`src/rtl/hazard_ctrl_unit_pkg.sv`:
```
// Shared types and constants for the pipeline hazard controller:
// stall FSM states and the fixed control-output bundles driven in each mode.
package hazard_pkg;

  typedef enum logic [0:0] {
    RUN      = 1'b0,
    LU_STALL = 1'b1
  } hz_state_e;

  localparam int unsigned MAX_LOAD_USE_STALLS = 7;
  localparam int unsigned REM_W               = 3;

  typedef struct packed {
    logic pc_write;
    logic ifid_write;
    logic ifid_flush;
    logic ctrl_reset_id;
    logic ctrl_reset_ex;
    logic ctrl_reset_mem;
    logic pipe_hold;
  } hz_ctrl_t;

  // Field order: pc_write, ifid_write, ifid_flush, reset_id, reset_ex, reset_mem, pipe_hold
  localparam hz_ctrl_t CTRL_RUN   = 7'b1100000;
  localparam hz_ctrl_t CTRL_STALL = 7'b0001000;
  localparam hz_ctrl_t CTRL_FLUSH = 7'b1111100;
  localparam hz_ctrl_t CTRL_BUSY  = 7'b0000001;
  localparam hz_ctrl_t CTRL_RESET = 7'b0011110;

endpackage

```
`src/rtl/hazard_ctrl_unit_sat_counter.sv`:
```
// Saturating up-counter with synchronous clear; clear wins over increment.
module sat_counter #(
  parameter int unsigned CNT_W = 16
) (
  input  logic             clk_i,
  input  logic             rst_i,
  input  logic             inc_i,
  input  logic             clr_i,
  output logic [CNT_W-1:0] cnt_o
);

  localparam logic [CNT_W-1:0] ONE = CNT_W'(1);

  logic [CNT_W-1:0] cnt_q;
  logic [CNT_W-1:0] cnt_d;

  always_comb begin
    cnt_d = cnt_q;
    if (clr_i) begin
      cnt_d = '0;
    end else if (inc_i && (cnt_q != '1)) begin
      cnt_d = cnt_q + ONE;
    end
  end

  always_ff @(posedge clk_i or posedge rst_i) begin
    if (rst_i) begin
      cnt_q <= '0;
    end else begin
      cnt_q <= cnt_d;
    end
  end

  assign cnt_o = cnt_q;

endmodule

```
`src/rtl/hazard_ctrl_unit.sv`:
```
// Pipeline hazard controller: load-use bubbles, taken-branch squash, dmem freeze,
// plus saturating stall/flush counters.
//   state    | meaning
//   RUN      | normal flow; load-use hazards detected here
//   LU_STALL | inserting further bubbles; rem_q bubbles still owed
module hazard_ctrl_unit #(
  parameter int unsigned REG_ADDR_W      = 5,
  parameter int unsigned LOAD_USE_STALLS = 1,
  parameter int unsigned CNT_W           = 16
) (
  input  logic                  clk_i,
  input  logic                  rst_i,
  input  logic                  pcsrc_select_i,
  input  logic                  dmem_busy_i,
  input  logic                  memread_ex_i,
  input  logic [REG_ADDR_W-1:0] rt_addr_idex_i,
  input  logic [REG_ADDR_W-1:0] rs_addr_ifid_i,
  input  logic [REG_ADDR_W-1:0] rt_addr_ifid_i,
  input  logic                  uses_rt_ifid_i,
  input  logic                  clear_cnt_i,
  output logic                  pc_write_o,
  output logic                  ifid_write_o,
  output logic                  ifid_flush_o,
  output logic                  ctrl_reset_id_o,
  output logic                  ctrl_reset_ex_o,
  output logic                  ctrl_reset_mem_o,
  output logic                  pipe_hold_o,
  output logic [CNT_W-1:0]      stall_cnt_o,
  output logic [CNT_W-1:0]      flush_cnt_o
);

  import hazard_pkg::*;

  localparam logic [REM_W-1:0] REM_ONE     = REM_W'(1);
  localparam logic [REM_W-1:0] REM_INIT    = REM_W'(LOAD_USE_STALLS - 1);
  localparam bit               MULTI_STALL = (LOAD_USE_STALLS > 1);

  hz_state_e        state_q, state_d;
  logic [REM_W-1:0] rem_q, rem_d;
  hz_ctrl_t         ctrl;
  logic             lu_hit;
  logic             flush_inc;

  // $zero is never a real producer, so a load into r0 cannot create a hazard.
  assign lu_hit = memread_ex_i && (rt_addr_idex_i != '0) &&
                  ((rs_addr_ifid_i == rt_addr_idex_i) ||
                   (uses_rt_ifid_i && (rt_addr_ifid_i == rt_addr_idex_i)));

  always_ff @(posedge clk_i or posedge rst_i) begin
    if (rst_i) begin
      state_q <= RUN;
      rem_q   <= '0;
    end else begin
      state_q <= state_d;
      rem_q   <= rem_d;
    end
  end

  always_comb begin
    state_d = state_q;
    rem_d   = rem_q;
    ctrl    = CTRL_RUN;
    if (rst_i) begin
      ctrl = CTRL_RESET;
    end else if (dmem_busy_i) begin
      ctrl = CTRL_BUSY;
    end else if (pcsrc_select_i) begin
      ctrl    = CTRL_FLUSH;
      state_d = RUN;
      rem_d   = '0;
    end else if (state_q == LU_STALL) begin
      ctrl = CTRL_STALL;
      if (rem_q <= REM_ONE) begin
        state_d = RUN;
        rem_d   = '0;
      end else begin
        rem_d = rem_q - REM_ONE;
      end
    end else if (lu_hit) begin
      ctrl = CTRL_STALL;
      if (MULTI_STALL) begin
        state_d = LU_STALL;
        rem_d   = REM_INIT;
      end
    end
  end

  assign pc_write_o       = ctrl.pc_write;
  assign ifid_write_o     = ctrl.ifid_write;
  assign ifid_flush_o     = ctrl.ifid_flush;
  assign ctrl_reset_id_o  = ctrl.ctrl_reset_id;
  assign ctrl_reset_ex_o  = ctrl.ctrl_reset_ex;
  assign ctrl_reset_mem_o = ctrl.ctrl_reset_mem;
  assign pipe_hold_o      = ctrl.pipe_hold;

  assign flush_inc = pcsrc_select_i && !dmem_busy_i && !rst_i;

  sat_counter #(.CNT_W(CNT_W)) u_stall_cnt (
    .clk_i (clk_i),
    .rst_i (rst_i),
    .inc_i (!ctrl.pc_write),
    .clr_i (clear_cnt_i),
    .cnt_o (stall_cnt_o)
  );

  sat_counter #(.CNT_W(CNT_W)) u_flush_cnt (
    .clk_i (clk_i),
    .rst_i (rst_i),
    .inc_i (flush_inc),
    .clr_i (clear_cnt_i),
    .cnt_o (flush_cnt_o)
  );

endmodule
```
`config.mk`:
```
export PLATFORM = sky130hd
export DESIGN_NAME = hazard_ctrl_unit
export DESIGN_NICKNAME = d
export VERILOG_FILES = /design/src/rtl/hazard_ctrl_unit_pkg.sv /design/src/rtl/hazard_ctrl_unit_sat_counter.sv /design/src/rtl/hazard_ctrl_unit.sv
export SDC_FILE = /design/constraint.sdc
export NUM_CORES = 1
export LEC_CHECK = 0
export CORE_ASPECT_RATIO = 0.6
export CORE_MARGIN = 2
export CORE_UTILIZATION = 35
export DETAILED_ROUTE_END_ITERATION = 10
export DONT_BUFFER_PORTS = 1
export GPL_TIMING_DRIVEN = 0
export MAX_ROUTING_LAYER = met4
export PLACE_DENSITY = 0.51
export SLEW_MARGIN = 15
export SYNTH_ARGS = -nofsm -noshare
export SYNTH_HDL_FRONTEND = slang
export SYNTH_SLANG_ARGS = --single-unit
```
`constraint.sdc`:
```
create_clock -name clk_i -period 5.17 [get_ports clk_i]
set_input_delay 0.2585 -clock clk_i [delete_from_list [all_inputs] [get_ports clk_i]]
set_output_delay 0.2585 -clock clk_i [all_outputs]
set_load 0.1 [all_outputs]
```
==> run summary, run 1 <==
The run finished with clean final reports. The height of the die came out at 63.5 µm. The number of vias in the routed layout came out at 1660. The antenna diode count came out at 0. For this run, the detailed router's first-pass iteration total came to 4. The first routing iteration left 73 violations. The worst setup path is launched from a flip-flop.

After floorplanning, the core was sized to cover 0.00565 mm². The number of maximum-capacitance constraint violations is 0. The area share of the leading cell type in the synthesized netlist came out at 0.436. The worst hold path startpoint is clear_cnt_i. The final count of hold timing violations is 0. The area occupied by registers came out at 901 µm².

In this run, synthesis inferred 0 flip-flops with an integrated enable. The netlist area before placement came out at 0.00207 mm². Of all nets on the critical path, the largest fanout is 8. The sum of overflow across all layers after global routing is 0. In the synthesized netlist the async set-or-reset flop fraction comes to 1.00. In the layout the commonest cells are 36 x sky130_fd_sc_hd__dfrtp_1, 24 x sky130_fd_sc_hd__nand2_1, 20 x sky130_fd_sc_hd__nor2_1.

The endpoint arrival time on the critical path is 3.35 ns. Broken down by cell family, the worst path's largest delay share belongs to simple AND/OR/NAND/NOR gates. The total nets after synthesis came out at 251.

The setup TNS came out at 0 ns. Timing would allow up to 0.319 GHz. In this run the static leakage power is 0.946 nW. The critical path is of the flip-flop to flip-flop type.

The buffer depth of the longest clock path came out at 2. The x dimension of the die is 103 µm. The number of buffers added to fix hold violations after cts is 1. The count of unresolved DRC violations after routing is 0. The row count is 21. Excluding fillers, the count of instances in the completed layout stands at 315. The largest stage delay on the critical path came out at 0.78 ns. The routed wire length is 4900 µm.

For this run, the register share of the synthesized area comes to 0.436. The number of synthesis warnings is 0. Summed over all instances, the cell type with the most area after synthesis is sky130_fd_sc_hd__dfrtp_1. Walking the worst path, the cells encountered are and4_1 > and4_1 > a41oi_2 > nor3b_1 > nand4_1 > xor2_1 > nor2_1.

The first global-routing pass estimated 8090 µm of wire. The startpoint identified for the worst register-to-register timing path is u_flush_cnt.cnt_o[6]. By instance count, the cell type seen most on the critical path is sky130_fd_sc_hd__and4_1. The count of nets left with antenna violations once routing finished came out at 0. The worst-case reg-to-reg path depth is 7. In the global route stage, overall resource usage came out at 0.164. In this run, synthesis produced a sequential element count of 36. The number of setup buffers added after CTS is 0.

The library cell used most frequently in the layout, excluding fill and tap cells, is sky130_fd_sc_hd__dfrtp_1. The critical path buffer and inverter count is 0. After technology mapping, the gate count stands at 225. 61 I/O pins were placed. The clock tree skew after final layout came out at 0.00304 ns.

The initial utilization of the core area, before any placement, comes to 0.366. The initial antenna violation count was 0. Sorting the synthesized cells by area gives the leading types as sky130_fd_sc_hd__dfrtp_1 44%, sky130_fd_sc_hd__xor2_1 7.6%, sky130_fd_sc_hd__a21oi_1 4.4%, sky130_fd_sc_hd__nand2_1 4.4%, sky130_fd_sc_hd__o21ai_0 3.9%.

The maximum ir drop on the vdd rail is 0.112 mV. Dividing the final minimum period by the clock period gives 0.606. Post-CTS repair changed the size of 0 cells. The mean instance size in the synthesized netlist is 9.19 µm². The H-tree was split into 2 levels. Headroom to the max-slew limit came out at 0.281.

The total instance count after detailed placement came out at 306. For the worst-skew pair, the clock arrives at the later sink with an insertion delay of 0.28 ns. Setup repair after global routing left no endpoint under its margin. The number of max-slew violations in the final report is 0.

The post-DP HPWL came out at 3710 µm. The number of instances on the worst hold path came out at 1. The data required time at the worst endpoint is 5.39 ns. The post-route minimum period came out at 3.13 ns. The number of global-route vias before repair is 1545. The post-route total power is 0.586 mW. The final worst hold slack came out at 0.0265 ns. The number of buffers added on ports came out at 0.

The number of buffers created by CTS came out at 5. The synthesized netlist contains 39 unique library cells. Setup violations remaining at the end of the flow were counted as 0. The CTS sink count is 36.

The clock-pin slew reported for the worst setup and hold paths after clock tree synthesis is 0.07 ns. The net total in the final layout is 260. Routability-driven placement finished with a final weighted congestion of 0.748. The min-delay analysis places its worst path in the category primary input to flip-flop. The relative area change from synthesis to final layout came out at 11.1%. The final routed wire length divided by cell count came out at 15.6 µm. The footprint of the multi-input gates came out at 0.00109 mm². The worst setup path is captured at a flip-flop. After filler insertion, the fill cell instance count of the layout stands at 558. TritonCTS built the clock tree. In this run the clock root is driven by a sky130_fd_sc_hd__clkbuf_8. The largest net degree at the start of global routing is 31. For the pin with the worst max-slew slack, the measured transition is 1.08 ns.

The average via count per standard cell is 5.27. The power density normalized to cell area came out at 255 mW/mm². The prevailing post-synth register cell is sky130_fd_sc_hd__dfrtp_1. The fraction of layout cells with a size suffix above 1 came out at 0.102.

The critical path starts at u_flush_cnt.cnt_o[6]. The logic depth of the worst path, buffers included is 7. The cell with the largest stage delay on the worst path is sky130_fd_sc_hd__dfrtp_1. The die covers 0.00656 mm².
-- layout make-up --
type / instances / share of cell area
clock buffers: 6 / 0.0359
multi-input cells: 175 / 0.476
inverters: 4 / 0.00654
flip-flops and latches: 36 / 0.392
well taps: 80 / 0.0436
plain buffers: 10 / 0.0283
repair buffers: 2 / 0.0131
clock inverters: 2 / 0.00436
-- routing by layer --
layer / vias up / GRT usage / part of all wire
met3: 2 / 0.0588 / 0.084
met4: 0 / 0.0247 / 0.0016
met1: 790 / 0.260 / 0.53
met5: - / - / 0
li1: 819 / - / -
met2: 49 / 0.198 / 0.38
-- cell usage after synthesis, types with 3 or more instances --
cell type                  count
sky130_fd_sc_hd__dfrtp_1      36
sky130_fd_sc_hd__nand2_1      24
sky130_fd_sc_hd__nor2_1       21
sky130_fd_sc_hd__a21oi_1      18
sky130_fd_sc_hd__xor2_1       18
sky130_fd_sc_hd__o21ai_0      16
sky130_fd_sc_hd__or3_1        11
sky130_fd_sc_hd__and3_1        8
sky130_fd_sc_hd__o31ai_1       6
sky130_fd_sc_hd__or4_1         6
sky130_fd_sc_hd__nand3_1       5
sky130_fd_sc_hd__xnor2_1       5
sky130_fd_sc_hd__clkbuf_1      4
sky130_fd_sc_hd__ha_1          4
sky130_fd_sc_hd__inv_1         4
sky130_fd_sc_hd__nand4_1       4
sky130_fd_sc_hd__and4_1        3
sky130_fd_sc_hd__buf_4         3
-- sequential cells by signal, indices dropped and copies added (netlist names) --
register / count
rem_q: 3
state_q: 1
u_stall_cnt.cnt_o: 16
u_flush_cnt.cnt_o: 16
-- final timing paths --
path / to / slack (ns)
max reg2reg: u_flush_cnt.cnt_o[9] / 2.04
min: u_stall_cnt.cnt_o[6] / 0.03
max in group asynchronous: u_stall_cnt.cnt_o[5] / 4.45
min reg2reg: rem_q[1] / 0.49
min in group asynchronous: rem_q[2] / 0.33
max: u_flush_cnt.cnt_o[9] / 2.04
-- report_power, final --
group          leakage (nW)  internal (mW)  switching, mW
registers             0.501          0.284         0.0262
clock network        0.0510          0.106          0.101
logic                 0.394         0.0188         0.0501
-- logic make-up (layout without fill, tap and decap cells) --
logic type,count (synthesis),count (layout),synth area share
AND/OR/NAND/NOR,94,94,0.240
AO/OA/AOI/OAI,52,52,0.154
flip-flops,36,36,0.436
XOR/XNOR,23,23,0.0974
buffers and inverters,14,24,0.0387
adder cells (fa/ha/maj),4,4,0.0242
multiplexers,2,2,0.00968
-- through the flow --
stage                     worst slack [ns]  utilization  cell area, µm²
after floorplan                       2.28            -            2070
after global placement                2.05        0.384            2170
after detailed placement              2.07        0.388            2190
after CTS                             2.04        0.407            2300
after global routing                  1.78        0.407            2300
final                                 2.04        0.407            2300
No activity file was read; power rests on OpenSTA's default activity.
==> inputs of run 2 (changes only) <==
PLACE_DENSITY = 0.53   (was 0.51)
clock period = 2.8 ns   (was 5.17 ns; I/O delays follow)
==> run summary, run 2 (synthesized netlist as in run 1, its figures left out) <==
The flow ran to the end, and the final reports show no timing, DRC or antenna violations. The slew of the pin with the lowest slew margin is 1.08 ns (-0.00206 ns). The endpoint arrival time on the critical path is 2.94 ns (-0.41 ns). The final count of hold timing violations is 0 (unchanged). The fraction of layout cells with a size suffix above 1 came out at 0.253 (+0.151). The power share of the sequential group is 0.514 (-0.015). The initial antenna violation count came out at 0 (unchanged). The largest net degree at the start of global routing came out at 20 (-35%). The reg-to-reg critical path startpoint is u_stall_cnt.cnt_o[3]. The number of buffers added on ports is 0 (unchanged). The cell-internal power came to 0.791 mW (+93%). STA classifies the critical path endpoint as a flip-flop. The post-DP HPWL came out at 3670 µm (-1.0%).

Setup repair after global routing left no endpoint under its margin. The final routed wire length divided by cell count came out at 16.0 µm (+2.8%). The floorplan die area came out at 0.00656 mm² (unchanged). The total global routing track utilization is 0.167 (+0.00274). The CTS root buffer is sky130_fd_sc_hd__clkbuf_8. The part of the power in combinational logic came to 0.118 (about the same). The count of buffers added by post-CTS timing repair for setup was 0 (unchanged). The worst hold path startpoint is clear_cnt_i. The setup TNS is 0 ns (unchanged). The starting DRC count in detailed routing came to 74 (+1.4%). The deepest level of the CTS H-tree is 2 (unchanged). The part of the total power dissipated in the clock network is 0.368 (+0.015). Relative to the synthesized area, the layout overhead comes to 18.6%.

The final count of negative-setup-slack endpoints came out at 0 (unchanged). The leakage component of the power is 0.929 nW (-1.8%). The number of max-slew violations in the final report is 0 (unchanged). The placeable core region is 0.00565 mm² (unchanged). The number of vias in the routed layout was 1659 (-0.060%).

The data required time at the worst endpoint was 3.02 ns (-2.37 ns). The buffer depth of the longest clock path came out at 2 (unchanged). The sum of overflow across all layers after global routing is 0 (unchanged). The maximum ir drop on the vdd rail is 0.162 mV (+45%). The number of instances on the worst hold path is 1 (unchanged).

The number of maximum-capacitance constraint violations is 0 (unchanged). The count of unresolved DRC violations after routing is 0 (unchanged). The total instance count after detailed placement was 306 (unchanged). The CTS sink count came out at 36 (unchanged). The clock tree skew after final layout was 0.0109 ns (+0.00788 ns). The row count came out at 21 (unchanged). The part of the cycle the worst path needs came out at 0.972 (+0.365). The worst setup path is launched from a flip-flop. The final weighted congestion in routability-driven placement came out at 0.800 (+7.0%). The worst hold path terminates at u_stall_cnt.cnt_o[15]. The net total in the final layout came out at 262 (+0.77%). The antenna diode count is 0 (unchanged). The count of TritonRoute iterations in the first routing pass came out at 4 (unchanged). The worst register-to-register path ends at u_stall_cnt.cnt_o[9]. The insertion delay of the later-clocked pin in the worst-skew pair is 0.29 ns (about the same). The post-route minimum period is 2.72 ns (-0.415 ns). The headroom to the max-slew limit is 0.282 (+0.00137). The x dimension of the die came out at 103 µm (unchanged).

The tightest min-delay check is of the primary input to flip-flop type. The count of non-filler cells in the finished layout is 317 (+0.63%). In the layout the commonest cells are 24 x sky130_fd_sc_hd__nand2_1, 20 x sky130_fd_sc_hd__nor2_1, 18 x sky130_fd_sc_hd__xor2_1. The final worst hold slack came out at 0.0155 ns (-0.0110 ns). The wire length of the first global-routing pass came out at 8140 µm (+0.52%). The final worst slack came out at 0.0798 ns (-1.96 ns). The clock-pin slew reported for the worst setup and hold paths after clock tree synthesis is 0.08 ns (about the same). The switching component of the power came out at 0.333 mW (+88%). The number of nets with antenna violations after routing came out at 0 (unchanged). The number of global-route vias before repair is 1545 (unchanged).

The proportion of total power due to net switching is 0.296 (-0.00561). The starting density of the core came out at 0.366 (unchanged). TritonCTS built the clock tree. The number of buffers created by CTS is 5 (unchanged).

The height of the die came to 63.5 µm (unchanged). Leaving out fill and tap cells, the most frequent cell in the layout is sky130_fd_sc_hd__nand2_1. The average via count per standard cell came out at 5.23 (-0.69%). The largest fanout of any net on the critical path came to 8 (unchanged).

The routed wire length is 5070 µm (+3.4%). The worst setup slack for register-to-register paths came to 0.08 ns (-1.96 ns). The critical path is of the flip-flop to flip-flop type.

The setup slack after placement came out at -0.288 ns (-2.36 ns). The maximum operating frequency is 0.368 GHz (+15%). The number of top-level design ports came out at 61 (unchanged).

The worst-case reg-to-reg path depth came out at 8 (+1). The power density normalized to cell area was 458 mW/mm² (+80%).
[run 2: changes by cell type in the layout (fill, tap and decap cells not counted), moves of 3 or more]
cell and change:
sky130_fd_sc_hd__dfrtp_2 +15, sky130_fd_sc_hd__and3_1 -3, sky130_fd_sc_hd__a21oi_2 +5, sky130_fd_sc_hd__and3_4 +3
sky130_fd_sc_hd__a21oi_1 -5, sky130_fd_sc_hd__dfrtp_4 +9, sky130_fd_sc_hd__dfrtp_1 -24
[run 2: power groups by stage]
stage	clock network, mW	registers [mW]	logic (mW)
floorplan	0	0.582	0.106
global placement	0	0.584	0.122
detailed placement	0	0.584	0.128
CTS	0.424	0.575	0.132
global route	0.456	0.579	0.145
finish	0.414	0.578	0.133
[run 2: per-stage QoR]
step	cell area, µm²	power [mW]	util
2_1_floorplan	2080	0.688	-
3_3_place_gp	2180	0.706	0.386
3_5_place_dp	2210	0.712	0.392
4_1_cts	2380	1.13	0.422
5_1_grt	2450	1.18	0.434
6_report	2450	1.12	0.434
[run 2: layout make-up]
| type | instances | area, µm² |
|---|---|---|
| Inverter | 4 | 15.0 |
| Timing Repair Buffer | 4 | 57.6 |
| Multi-Input combinational cell | 175 | 1160 |
| Clock buffer | 8 | 100 |
| Sequential cell | 36 | 953 |
| Fill cell | 551 | 3200 |
| Tap cell | 80 | 100 |
| Buffer | 10 | 65.1 |
[run 2: worst max path at each step]
stage	startpoint	endpoint	slack, ns	depth (start not counted)
final	u_stall_cnt.cnt_o[3]	u_stall_cnt.cnt_o[9]	0.08	8
after global routing	u_flush_cnt.cnt_o[6]	u_flush_cnt.cnt_o[15]	0.01	7
after CTS	u_stall_cnt.cnt_o[3]	u_stall_cnt.cnt_o[13]	0.003	8
after detailed placement	u_flush_cnt.cnt_o[6]	u_flush_cnt.cnt_o[9]	-0.29	7
after global placement	u_flush_cnt.cnt_o[6]	u_flush_cnt.cnt_o[15]	-0.31	7
after floorplan	u_stall_cnt.cnt_o[11]	u_stall_cnt.cnt_o[7]	0.002	8
[run 2: worst max-delay path: stages (launching register included)]
cell	delay [ns]
sky130_fd_sc_hd__dfrtp_4	0.65
sky130_fd_sc_hd__and3_4	0.25
sky130_fd_sc_hd__and3_4	0.19
sky130_fd_sc_hd__and4_4	0.18
sky130_fd_sc_hd__or4_4	0.43
sky130_fd_sc_hd__and2_4	0.15
sky130_fd_sc_hd__buf_6	0.13
sky130_fd_sc_hd__or4_1	0.51
sky130_fd_sc_hd__a21oi_2	0.14
[run 2: what timing repair did]
action | CTS | global route
hold buffers | 3 | 0
pin swaps | 0 | 3
hold endpoints to repair | 19 | 0
setup endpoints to repair | 18 | 21
gates resized for setup | 16 | 23
[run 2: metal layers]
layer	wire, µm	global-route usage
met5	0	-
met4	49	0.0493
met3	338	0.0622
met2	2000	0.200
met1	2680	0.253
==> inputs of run 3 (changes only) <==
CORE_UTILIZATION = 50   (was 35)
PLACE_DENSITY = 0.7   (was 0.53)
==> run summary, run 3 (synthesized netlist as in run 1, its figures left out) <==
The maximum ir drop on the vdd rail is 0.324 mV (+100%). The largest fanout of any net on the critical path is 8 (unchanged). Leaving out fill and tap cells, the most frequent cell in the layout is sky130_fd_sc_hd__nand2_1. The largest stage delay on the critical path is 0.64 ns (about the same). The flow ran to the end, and the final reports show no timing, DRC or antenna violations.

The number of max-slew violations in the final report was 0 (unchanged). The path with the worst hold slack has its endpoint at u_stall_cnt.cnt_o[15]. The number of maximum-capacitance constraint violations is 0 (unchanged). The antenna diode count is 0 (unchanged). STA classifies the critical path endpoint as a flip-flop. The count of unresolved DRC violations after routing is 0 (unchanged). The floorplan die area came out at 0.00468 mm² (-29%). The count of TritonRoute iterations in the first routing pass came out at 4 (unchanged). The average via count per standard cell came out at 5.98 (+14%). The starting density of the core is 0.513 (+0.147). The total instance count after detailed placement is 275 (-10%). The number of nets with antenna violations after routing came out at 0 (unchanged). The proportion of total power due to net switching is 0.298 (+0.00137). The library cells used most frequently in the layout, excluding fill and tap cells, are 24 x sky130_fd_sc_hd__nand2_1, 20 x sky130_fd_sc_hd__nor2_1, 18 x sky130_fd_sc_hd__xor2_1. The cell-internal power was 0.764 mW (-3.5%). The clock tree skew after final layout came out at 0.00684 ns (-0.00408 ns). The net total in the final layout is 261 (-0.38%). The starting DRC count in detailed routing was 113 (+53%). The part of the power in combinational logic is 0.117 (about the same). The wire length of the first global-routing pass came to 7320 µm (-10%).

The post-route minimum period is 2.70 ns (-0.0205 ns). The buffer depth of the longest clock path came out at 2 (unchanged). The sum of overflow across all layers after global routing was 0 (unchanged). The final-layout fill cell count is 348 (-37%). The total global routing track utilization came out at 0.217 (+0.0498). The capture point of the worst reg-to-reg path is u_stall_cnt.cnt_o[13]. The power density normalized to cell area came to 460 mW/mm² (+0.35%).

The headroom to the max-slew limit is 0.281 (-0.00107). The final worst hold slack came out at 0.0107 ns (-0.00480 ns). The deepest level of the CTS H-tree was 2 (unchanged). The leakage component of the power is 0.910 nW (-2.0%).

The placeable core region came out at 0.00403 mm² (-29%). The worst setup path is launched from a flip-flop. The fraction of layout cells with a size suffix above 1 is 0.237 (-0.0159). The switching component of the power is 0.324 mW (-2.8%). The final weighted congestion in routability-driven placement came out at 0.800 (about the same). The count of buffers added by post-CTS timing repair for setup came out at 0 (unchanged). The final count of negative-setup-slack endpoints is 0 (unchanged). The initial antenna violation count came out at 0 (unchanged). The post-DP HPWL came out at 3350 µm (-8.8%). The worst-case reg-to-reg path depth came out at 8 (unchanged). The clock-pin slew reported for the worst setup and hold paths after clock tree synthesis is 0.07 ns (about the same). The number of buffers added on ports is 0 (unchanged).

The path class of the tightest hold or removal check is primary input to flip-flop. The number of top-level design ports is 61 (unchanged). Setup repair after global routing left no endpoint under its margin. The number of global-route vias before repair came out at 1448 (-6.3%).

The number of instances on the worst hold path came out at 1 (unchanged). The x dimension of the die is 87.0 µm (-16%). The power share of the sequential group came to 0.531 (+0.017). By startpoint and endpoint, the worst setup path is classified as flip-flop to flip-flop. On the critical path, the stage with the largest delay is an instance of sky130_fd_sc_hd__dfrtp_4.

The height of the die is 53.8 µm (-15%). The maximum operating frequency is 0.370 GHz (+0.76%). The routed wire length came to 4710 µm (-7.1%). The insertion delay of the later-clocked pin in the worst-skew pair came to 0.29 ns (about the same). The relative area change from synthesis to final layout is 14.3%. The count of non-filler cells in the finished layout is 286 (-9.8%). TritonCTS built the clock tree.

The endpoint arrival time on the critical path came out at 2.92 ns (-0.02 ns). The number of vias in the routed layout is 1710 (+3.1%). The final count of hold timing violations is 0 (unchanged). The data required time at the worst endpoint came out at 3.02 ns (about the same). The worst setup slack for register-to-register paths came to 0.10 ns (+0.02 ns). The largest net degree at the start of global routing is 37 (+85%). The row count came out at 18 (-14%).

Walking the worst path, the cells encountered are and3_4 > and3_4 > and4_4 > or4_4 > and2_4 > buf_6 > or4_4 > a21oi_2. The startpoint identified for the worst register-to-register timing path is u_stall_cnt.cnt_o[4]. The number of buffers created by CTS is 5 (unchanged). The slew of the pin with the lowest slew margin was 1.08 ns (+0.00160 ns). The part of the total power dissipated in the clock network came out at 0.352 (-0.016). The CTS sink count is 36 (unchanged). The worst hold path startpoint is clear_cnt_i. The part of the cycle the worst path needs was 0.964 (-0.00732). In this run the clock root is driven by a sky130_fd_sc_hd__clkbuf_8.

The final routed wire length divided by cell count came out at 16.5 µm (+2.9%).
-- run 3: area by class of cell --
| type | count | area [µm²] | area share |
|---|---|---|---|
| Buffer | 10 | 65.1 | 0.0275 |
| Inverter | 4 | 15.0 | 0.00635 |
| Multi-Input combinational cell | 175 | 1150 | 0.486 |
| Timing Repair Buffer | 3 | 30.0 | 0.0127 |
| Clock buffer | 8 | 90.1 | 0.0381 |
| Sequential cell | 36 | 952 | 0.403 |
| Tap cell | 50 | 62.6 | 0.0265 |
-- run 3: power groups by stage --
stage                     combinational, mW  clock, mW  sequential [mW]
after floorplan                       0.106          0            0.582
after global placement                0.120          0            0.584
after detailed placement              0.122          0            0.584
after CTS                             0.126      0.390            0.575
after global routing                  0.139      0.415            0.579
final                                 0.127      0.383            0.578
-- run 3: metrics by stage --
step | area (µm²) | setup WS (ns) | utilization | TNS [ns] | power (mW)
6_report | 2360 | 0.100 | 0.587 | 0 | 1.09
5_1_grt | 2360 | 0.0135 | 0.587 | 0 | 1.13
4_1_cts | 2300 | 0.00329 | 0.570 | 0 | 1.09
3_5_place_dp | 2150 | -0.300 | 0.533 | -2.60 | 0.705
3_3_place_gp | 2140 | -0.285 | 0.532 | -2.56 | 0.703
2_1_floorplan | 2080 | 0.00205 | - | 0 | 0.688
-- run 3: what timing repair did --
action                                  4_1_cts  5_1_grt
hold buffers                                  3        0
hold endpoints to repair                     38        0
endpoints found under the setup margin       18       21
gates cloned                                  0        0
resized for setup                            14       22
pin swaps                                     0        1
-- run 3: worst max path at each step --
| stage | start | to | slack, ns | cells after the start |
|---|---|---|---|---|
| 3_5_place_dp | u_flush_cnt.cnt_o[6] | u_flush_cnt.cnt_o[15] | -0.30 | 7 |
| 4_1_cts | u_flush_cnt.cnt_o[1] | u_flush_cnt.cnt_o[15] | 0.003 | 8 |
| 3_3_place_gp | u_flush_cnt.cnt_o[6] | u_flush_cnt.cnt_o[15] | -0.28 | 7 |
| 2_1_floorplan | u_stall_cnt.cnt_o[11] | u_stall_cnt.cnt_o[7] | 0.002 | 8 |
| 5_1_grt | u_stall_cnt.cnt_o[0] | u_stall_cnt.cnt_o[11] | 0.01 | 8 |
| 6_report | u_stall_cnt.cnt_o[4] | u_stall_cnt.cnt_o[13] | 0.10 | 8 |
-- run 3: per-layer routing --
metal	global-route usage	vias up	wire, µm	part of all wire
met2	0.282	55	1970	0.42
met4	0.0599	0	44	0.0093
met3	0.0966	5	393	0.083
met5	-	-	0	0
met1	0.301	830	2300	0.49
li1	-	820	-	-
-- run 3: critical path, delay by kind of cell, from the launching register on --
kind	cells	cell delay [ns]
compound gates	1	0.14
buf+inv	1	0.13
flops	1	0.64
simple gates	6	1.70
